<file path="config.mk">
export PLATFORM = sky130hd
export DESIGN_NAME = msrv32_instr_queue
export DESIGN_NICKNAME = d
export VERILOG_FILES = /design/src/rtl/msrv32_instr_queue.sv
export SDC_FILE = /design/constraint.sdc
export NUM_CORES = 1
export LEC_CHECK = 0
export BUFFER_PORTS_ARGS = -buffer_cell sky130_fd_sc_hd__clkbuf_2
export CORE_MARGIN = 2
export CORE_UTILIZATION = 41
export CTS_BUF_LIST = sky130_fd_sc_hd__clkbuf_8
export DETAILED_ROUTE_END_ITERATION = 10
export GPL_TIMING_DRIVEN = 0
export PLACE_DENSITY_LB_ADDON = 0.25
export SYNTH_ARGS = -nofsm -noshare
export SYNTH_HDL_FRONTEND = slang
export SYNTH_SLANG_ARGS = --single-unit
</file>
<file path="constraint.sdc">
create_clock -name clk_in -period 3.4 [get_ports clk_in]
set_input_delay 0.68 -clock clk_in [delete_from_list [all_inputs] [get_ports clk_in]]
set_output_delay 0.68 -clock clk_in [all_outputs]
set_load 0.02 [all_outputs]
</file>
<file path="src/rtl/msrv32_instr_queue.sv">
// Instruction queue between fetch and decode: a FIFO of {instruction, PC} pairs
// with valid/ready on both sides and decoded fields taken from the head entry.
module msrv32_instr_queue #(
    parameter int          DEPTH     = 4,
    parameter int          PC_W      = 32,
    parameter logic [31:0] NOP_INSTR = 32'h00000013,
    localparam int         CNT_W     = $clog2(DEPTH) + 1
) (
    input  logic             clk_in,
    input  logic             rst_in,
    input  logic             flush_in,
    input  logic             instr_valid_in,
    input  logic [31:0]      instr_in,
    input  logic [PC_W-1:0]  pc_in,
    output logic             ready_out,
    output logic             valid_out,
    input  logic             ready_in,
    output logic [31:0]      instr_out,
    output logic [PC_W-1:0]  pc_out,
    output logic [6:0]       opcode_out,
    output logic [2:0]       funct3_out,
    output logic [6:0]       funct7_out,
    output logic [4:0]       rs1_addr_out,
    output logic [4:0]       rs2_addr_out,
    output logic [4:0]       rd_addr_out,
    output logic [11:0]      csr_addr_out,
    output logic [24:0]      instr_31_7_out,
    output logic [CNT_W-1:0] count_out
);

    localparam int PTR_W = $clog2(DEPTH);

    logic [31:0]      instr_mem_r [DEPTH];
    logic [PC_W-1:0]  pc_mem_r    [DEPTH];
    logic [PTR_W-1:0] wr_ptr_r;
    logic [PTR_W-1:0] rd_ptr_r;
    logic [CNT_W-1:0] count_r;
    logic             push_s;
    logic             pop_s;

    // ready_out depends on occupancy only, so decode never combinationally stalls fetch
    assign ready_out = (count_r != CNT_W'(DEPTH));
    assign valid_out = (count_r != {CNT_W{1'b0}}) && !flush_in;
    assign push_s    = instr_valid_in && ready_out && !flush_in;
    assign pop_s     = valid_out && ready_in;
    assign count_out = count_r;

    // Entry storage; contents are deliberately left untouched by reset and flush
    always_ff @(posedge clk_in) begin
        if (push_s) begin
            instr_mem_r[wr_ptr_r] <= instr_in;
            pc_mem_r[wr_ptr_r]    <= pc_in;
        end
    end

    // Pointer and occupancy update; reset and flush both empty the queue
    always_ff @(posedge clk_in) begin
        if (rst_in || flush_in) begin
            wr_ptr_r <= {PTR_W{1'b0}};
            rd_ptr_r <= {PTR_W{1'b0}};
            count_r  <= {CNT_W{1'b0}};
        end else begin
            if (push_s) begin
                wr_ptr_r <= wr_ptr_r + PTR_W'(1);
            end
            if (pop_s) begin
                rd_ptr_r <= rd_ptr_r + PTR_W'(1);
            end
            case ({push_s, pop_s})
                2'b10:   count_r <= count_r + CNT_W'(1);
                2'b01:   count_r <= count_r - CNT_W'(1);
                default: count_r <= count_r;
            endcase
        end
    end

    // Head entry, replaced by the canonical NOP whenever nothing valid is at the head
    always_comb begin
        instr_out = NOP_INSTR;
        pc_out    = {PC_W{1'b0}};
        if (valid_out) begin
            instr_out = instr_mem_r[rd_ptr_r];
            pc_out    = pc_mem_r[rd_ptr_r];
        end else begin
            instr_out = NOP_INSTR;
            pc_out    = {PC_W{1'b0}};
        end
    end

    assign opcode_out     = instr_out[6:0];
    assign funct3_out     = instr_out[14:12];
    assign funct7_out     = instr_out[31:25];
    assign rs1_addr_out   = instr_out[19:15];
    assign rs2_addr_out   = instr_out[24:20];
    assign rd_addr_out    = instr_out[11:7];
    assign csr_addr_out   = instr_out[31:20];
    assign instr_31_7_out = instr_out[31:7];

endmodule

</file>
==> results.md, run 1 <==
Clocking:
- In this run the deepest clock path goes through 3 buffers.
- Post-CTS timing repair inserted 0 buffers for setup.
- The number of instances resized during post-cts repair is 0.
- In this run, CTS created clock tree buffers numbering 44.
- The CTS sink count is 265.
- The H-tree was split into 2 levels.
- The master cell of the clock root buffer is clkbuf_8.
- The CTS tree is yes.
- The clock reaches the later pin of the worst-skew pair after 540 ps.
- The number of buffers inserted by hold repair at cts is 0.
- After clock tree synthesis, the clock-pin slew on the worst setup and hold paths is 60 ps.

Run status:
- The flow ran to the end, and the final reports show no timing, DRC or antenna violations.

Timing:
- At the pin with the least slew margin, the transition time is 597 ps.
- The relative slew slack is 0.600.
- Setup repair after global routing left no endpoint under its margin.
- The final number of max-transition violations was 0.
- The final clock period utilization by the worst path is 0.907.
- The final hold violation count is 0.
- The setup skew after layout is 18.4 ps.
- Setup violations remaining at the end of the flow were counted as 0.
- The minimum clock period after layout is 3080 ps.
- Static timing analysis puts the maximum clock frequency at 0.324 GHz.

Synth:
- For this run, the number of Yosys warnings is 0.
- The cell area after synthesis is 10,700 µm².
- The number of nets in the synthesized netlist is 606.
- The total of flip-flops plus latches after synthesis is 265.
- The mean cell area of the mapped netlist is 20.1 µm².
- The sequential fraction of the synthesis area is 0.737.
- The post-synthesis cell type count is 25.
- The number of standard cells after synthesis is 531.

Setup path:
- The worst setup path is captured at a primary output.
- The path type of the worst setup path is reg2out.
- The highest fanout seen on the critical path is 10.
- Data on the critical path arrives at its endpoint at 2400 ps.
- The endpoint required time on the critical path is 2720 ps.
- The worst setup path is launched from a register.

Global routing:
- The first global-routing pass estimated 30.5 mm of wire.
- The met3 demand-to-capacity share in global routing is 0.0490.
- For this run, global-route usage on met1 was measured as 0.179.
- The initial antenna violation count came to 1.
- The layer with the highest usage is met2.
- The pin count of the biggest net entering global routing is 50.
- Summed over all layers, the global routing overflow is 0.
- The number of global-route vias before repair is 5,716.
- The combined global-route utilization of all metal layers is 0.150.
- For met2 alone, demand over resource in global routing was 0.261.

Min path:
- The min-delay analysis places its worst path in the category in2reg.

Final layout:
- Compared with the post-synthesis result, the final layout area differs by 21.7%.
- The library cell used most frequently in the layout, excluding fill and tap cells, is edfxtp_1.
- The top cell types in the final layout, fill and taps aside, are edfxtp_1, clkbuf_2, buf_4.
- The number of nets in the layout is 862.
- The repair_antennas step left the layout with diodes totalling 0.
- The count of fill cells added during filler insertion is 2,175.
- Of the cells placed in the final design, the portion with a size suffix greater than 1 is 0.508.
- The count of cells in the finished layout, fillers not included, comes to 1,154.

Floorplan:
- Measured along the x axis, the die boundary spans 165 µm.
- The total I/O pin count is 207.
- The starting density of the core is 0.413.
- The placeable core region is 25,800 µm².
- Row generation in the floorplan step produced 59 rows.
- The die covers 27,300 µm².
- The vertical die dimension is 165 µm.

Power:
- The largest vdd supply drop is 0.263 mV.
- The power density relative to cell area is 486 nW/µm².
- The total leakage power is 4.85 nW.
- The final total power is 6.32 mW.

Route:
- The aggregate routed wire length is 20.4 mm.
- Using the TritonRoute via totals, the vias-per-cell ratio works out to 4.78.
- The residual antenna-violating net count after detailed routing is 0.
- The DRC marker count from the first detailed-route iteration is 171.
- The via count is 5,517.
- The first TritonRoute pass finished after 4 iterations.
- The mean routed wirelength per cell is 17.6 µm.
- The remaining design rule violation count is 0.

Placement:
- The count of placed standard cells including taps is 1,076.
- The total of buffers placed on input and output ports is 206.
- Detailed placement finished with a half-perimeter wire length of 12.9 mm.
- Routability-driven placement finished with a final weighted congestion of 0.703.

Flow run:
- The number of violations of the max-capacitance limit is 0.
## per-layer routing
metal / up-vias / part of all wire / wire, µm
met4: 2 / 0.017 / 336
met5: - / 0.00064 / 13
met3: 37 / 0.087 / 1760
met2: 214 / 0.51 / 10300
li1: 2531 / - / -
met1: 2733 / 0.39 / 7890
## Yosys cell counts (all sizes together)
cell / n / area (µm²)
xor2: 2 / 17.5
or3: 6 / 37.5
ha: 5 / 62.6
inv: 8 / 30.0
dfxtp: 9 / 180
nor3b: 1 / 7.51
nand2b: 1 / 6.26
a21oi: 7 / 35.0
edfxtp: 256 / 7690
and2: 65 / 407
nor2: 5 / 21.3
nor3: 2 / 15.0
nand3b: 1 / 7.51
fa: 1 / 20.0
o21ai: 5 / 25.0
or2: 1 / 6.26
mux4: 64 / 1440
buf: 82 / 627
nand3: 2 / 10.0
clkbuf: 8 / 31.3
## registers in the layout, summed over array words and instances (netlist names), named ones only
name	count
wr_ptr_r	2
pc_mem_r	128
count_out	3
rd_ptr_r	2
instr_mem_r	128
## power by group
group,total [mW],switching (mW),internal (mW),leakage (nW)
logic,0.277,0.158,0.119,2.03
registers,3.65,0.0115,3.64,2.40
clock network,2.39,1.16,1.23,0.425
## layout make-up
cell class	instances	area, µm²	share of cell area
flip-flops and latches	265	7870	0.605
well taps	335	419	0.0323
clock buffers	45	619	0.0477
multi-input cells	168	2130	0.164
inverters	8	30.0	0.00231
repair buffers	210	1130	0.0867
clock inverters	33	140	0.0108
plain buffers	90	658	0.0506
## critical path, stage by stage (launching register included)
cell      delay, ps
dfxtp_1         350
nor3_2          540
nor2_4          160
clkbuf_1        280
and2_1          260
buf_4           150
clkbuf_2        140
## path summary, 6_finish.rpt
path                                    from           endpoint  slack, ps  depth (start not counted)
worst min register to register   rd_ptr_r[1]           register        500                          2
worst min-delay path             instr_in[5]  instr_mem_r[3][5]        370                          1
worst max-delay path            count_out[1]       instr_out[9]        320                          6
worst max register to register  count_out[2]       count_out[2]       1010                          9
## logic make-up (layout without fill, tap and decap cells)
kind of cell,after synthesis,after routing,synth area share
flops,265,265,0.737
xor+xnor,2,2,0.00164
fa+ha+maj,6,6,0.00774
simple gates,84,84,0.0485
buf+inv,98,386,0.0645
mux,64,64,0.135
compound gates,12,12,0.00563
## stage by stage
stage | TNS, ps | instance area, µm² | hold slack, ps | worst slack [ps] | utilization
finish | 0 | 13000 | 366 | 318 | 0.503
CTS | 0 | 13000 | 321 | 73.2 | 0.503
global placement | -286420 | 12100 | 473 | -1140 | 0.469
global route | 0 | 13000 | 319 | 134 | 0.503
detailed placement | 0 | 12200 | 505 | 365 | 0.473
floorplan | 0 | 10700 | 459 | 383 | -
No activity file was read; power rests on OpenSTA's default activity.
==> inputs of run 2 (changes only) <==
==> constraint.sdc (replaced) <==
create_clock -name clk_in -period 3.8 [get_ports clk_in]
set_input_delay 0.76 -clock clk_in [delete_from_list [all_inputs] [get_ports clk_in]]
set_output_delay 0.76 -clock clk_in [all_outputs]
set_load 0.005 [all_outputs]
==> results.md, run 2 (synthesis gave the netlist of run 1 again) <==
Run status:
- Run status: finished, final reports clean (unchanged).

Clocking:
- The number of instances resized during post-cts repair is 0 (unchanged).
- The master cell of the clock root buffer is clkbuf_8 (unchanged).
- The CTS tree is yes (unchanged).
- The clock network latency to the later pin of the worst-skew pair is 540 ps (about the same).
- The number of buffers inserted by hold repair at cts was 0 (unchanged).
- The clock-pin transition on the worst setup and hold timing paths is 60 ps (about the same).
- The post-CTS setup buffer count is 0 (unchanged).
- The CTS sink count is 265 (unchanged).
- The deepest clock path buffer count is 3 (unchanged).
- The TritonCTS buffer count came to 44 (unchanged).
- The H-tree depth reported by CTS is 2 (unchanged).

Route:
- The mean routed wirelength per cell is 17.7 µm (was 17.6 µm).
- The routed length on met2 is 10.3 mm (about the same).
- The aggregate routed wire length is 20.4 mm (about the same).
- The remaining design rule violation count is 0 (unchanged).
- The routed metal-1 wire length is 8.01 mm (was 7.89 mm).
- The via density per instance was 4.79 (was 4.78).
- The residual antenna-violating net count after detailed routing is 0 (unchanged).
- The length of routed met3 wiring is 1.72 mm (was 1.76 mm).
- The top layer reached by signal wires is met5 (unchanged).
- The iteration count of the initial detailed-routing pass is 4 (unchanged).
- The via count is 5,527 (was 5,517).
- The DRC marker count from the first detailed-route iteration is 178 (was 171).

Setup path:
- The path type of the worst setup path is reg2out (unchanged).
- The endpoint required time on the critical path is 3040 ps (was 2720 ps).
- The kind of start point of the critical path is a register (unchanged).
- The first element of the critical path is count_out[0] (was count_out[1]).
- The type of element capturing the critical path is a primary output (unchanged).
- The destination of the worst register-to-register timing path is count_out[2] (unchanged).
- The highest fanout seen on the critical path is 10 (unchanged).
- The highest cell delay on the worst timing path was 440 ps (was 540 ps).
- The critical register-to-register path startpoint is count_out[2] (unchanged).
- The standard cell with the maximum stage delay on the critical path was dfxtp_1 (was nor3_2).
- Critical path cell sequence: nor3_2 -> nor2_2 -> clkbuf_1 -> and2_1 -> buf_4 -> clkbuf_2 (was nor3_2 -> nor2_4 -> clkbuf_1 -> and2_1 -> buf_4 -> clkbuf_2).
- The capturing element of the worst setup path is instr_out[9] (unchanged).
- The arrival time of the worst setup path is 2480 ps (was 2400 ps).
- The reg-to-reg setup timing slack was 1410 ps (was 1010 ps).
- The count of cells along the worst register-to-register path was 9 (unchanged).

Final layout:
- The number of nets in the layout came to 862 (unchanged).
- The final antenna diode count is 0 (unchanged).
- The total area of multi-input combinational cells was 2130 µm² (about the same).
- The count of fill cells added during filler insertion came to 2,176 (was 2,175).
- The share of final-layout standard cells stronger than drive strength 1 came to 0.508 (unchanged).
- The most frequent standard cell in the layout excluding fill and tap cells is edfxtp_1 (unchanged).
- The register area is 7870 µm² (unchanged).
- The fraction of the core area covered by cells at the end of the flow is 0.503 (about the same).
- The design area is 13,000 µm² (about the same).
- The layout overhead on the synthesized area is 21.7% (about the same).
- Commonest cells after routing, fill and taps aside: edfxtp_1, clkbuf_2, buf_4 (unchanged).

Placement:
- The detailed placement HPWL is 12.9 mm (unchanged).
- The instance area after placement is 12,200 µm² (unchanged).
- The final RePlAce weighted congestion is 0.703 (unchanged).
- The total of buffers placed on input and output ports is 206 (unchanged).

Floorplan:
- The placeable core region is 25,800 µm² (unchanged).
- The die boundary width is 165 µm (unchanged).
- The vertical die dimension is 165 µm (unchanged).
- The starting density of the core is 0.413 (unchanged).
- The number of standard-cell rows in the floorplan was 59 (unchanged).
- The total I/O pin count is 207 (unchanged).
- The die area is 27,300 µm² (unchanged).

Timing:
- The setup-violating endpoint count in the final report is 0 (unchanged).
- The transition time at the pin with the least slew margin came to 569 ps (was 597 ps).
- The final number of max-transition violations came to 0 (unchanged).
- The final clock period utilization by the worst path is 0.853.
- The upper clock frequency limit is 0.309 GHz.
- The relative slew slack is 0.621 (was 0.600).
- The final hold violation count is 0 (unchanged).
- Setup repair after global routing missed its margin: false (unchanged).
- The setup skew after layout is 18.6 ps (was 18.4 ps).
- The minimum clock period after layout is 3240 ps.

Power:
- The power density relative to cell area is 433 nW/µm² (was 486 nW/µm²).
- The largest vdd supply drop is 0.235 mV (was 0.263 mV).
- The total leakage power came to 4.85 nW (about the same).

Global routing:
- The number of global-route vias before repair is 5,716 (unchanged).
- The initial antenna violation count is 1 (unchanged).
- The combined global-route utilization of all metal layers is 0.150 (unchanged).
- The global-route wire length before repair is 30.5 mm (unchanged).
- The total overflow reported by the global router is 0 (unchanged).
- The pin count of the biggest net entering global routing is 50 (unchanged).

Min path:
- The type of the worst min-delay path is in2reg (unchanged).
- The startpoint of the worst hold path was pc_in[27] (was instr_in[5]).

Flow run:
- The number of violations of the max-capacitance limit is 0 (unchanged).
-- run 2: cell counts in the layout (fill, tap and decap cells not counted) --
No cell type changed its count.
-- run 2: worst min-delay path by stage --
stage | slack [ps] | cells past startpoint | endpoint
floorplan | 460 | 2 | register
global placement | 470 | 2 | rd_ptr_r[1]
detailed placement | 510 | 2 | register
CTS | 400 | 1 | pc_mem_r[2][22]
global route | 400 | 1 | pc_mem_r[2][22]
finish | 440 | 1 | pc_mem_r[1][27]
-- run 2: layout make-up --
class                      count  area share
timing repair buffer         210      0.0867
multi-input combinational    168       0.164
sequential                   265       0.606
clock buffer                  45      0.0477
inverter                       8     0.00231
tap                          335      0.0323
clock inverter                33      0.0108
buffer                        90      0.0507
-- run 2: critical path: cells and delay by family (launching register included) --
| family | cells | cell delay [ps] |
|---|---|---|
| simple gates | 3 | 870 |
| buf+inv | 3 | 660 |
| flops | 1 | 440 |
-- run 2: metrics by stage --
stage | worst slack [ps] | instances | setup TNS (ps) | hold slack [ps] | total power [mW]
detailed placement | 661 | 1076 | 0 | 505 | 3.55
CTS | 449 | 1154 | 0 | 401 | 5.71
global placement | -819 | 1072 | -204500 | 473 | 3.53
floorplan | 703 | 531 | 0 | 459 | 3.43
finish | 559 | 1154 | 0 | 444 | 5.62
global route | 350 | 1154 | 0 | 399 | 5.88
-- run 2: metal layers --
metal	vias up	GRT usage
met1	2745	0.179
li1	2533	-
met5	-	0
met2	210	0.261
met4	2	0.0415
met3	37	0.0490
-- run 2: where the power goes --
part           total (mW)  switching, mW  internal [mW]
Clock                2.14           1.04           1.10
Sequential           3.26         0.0103           3.25
Combinational       0.217          0.111          0.106
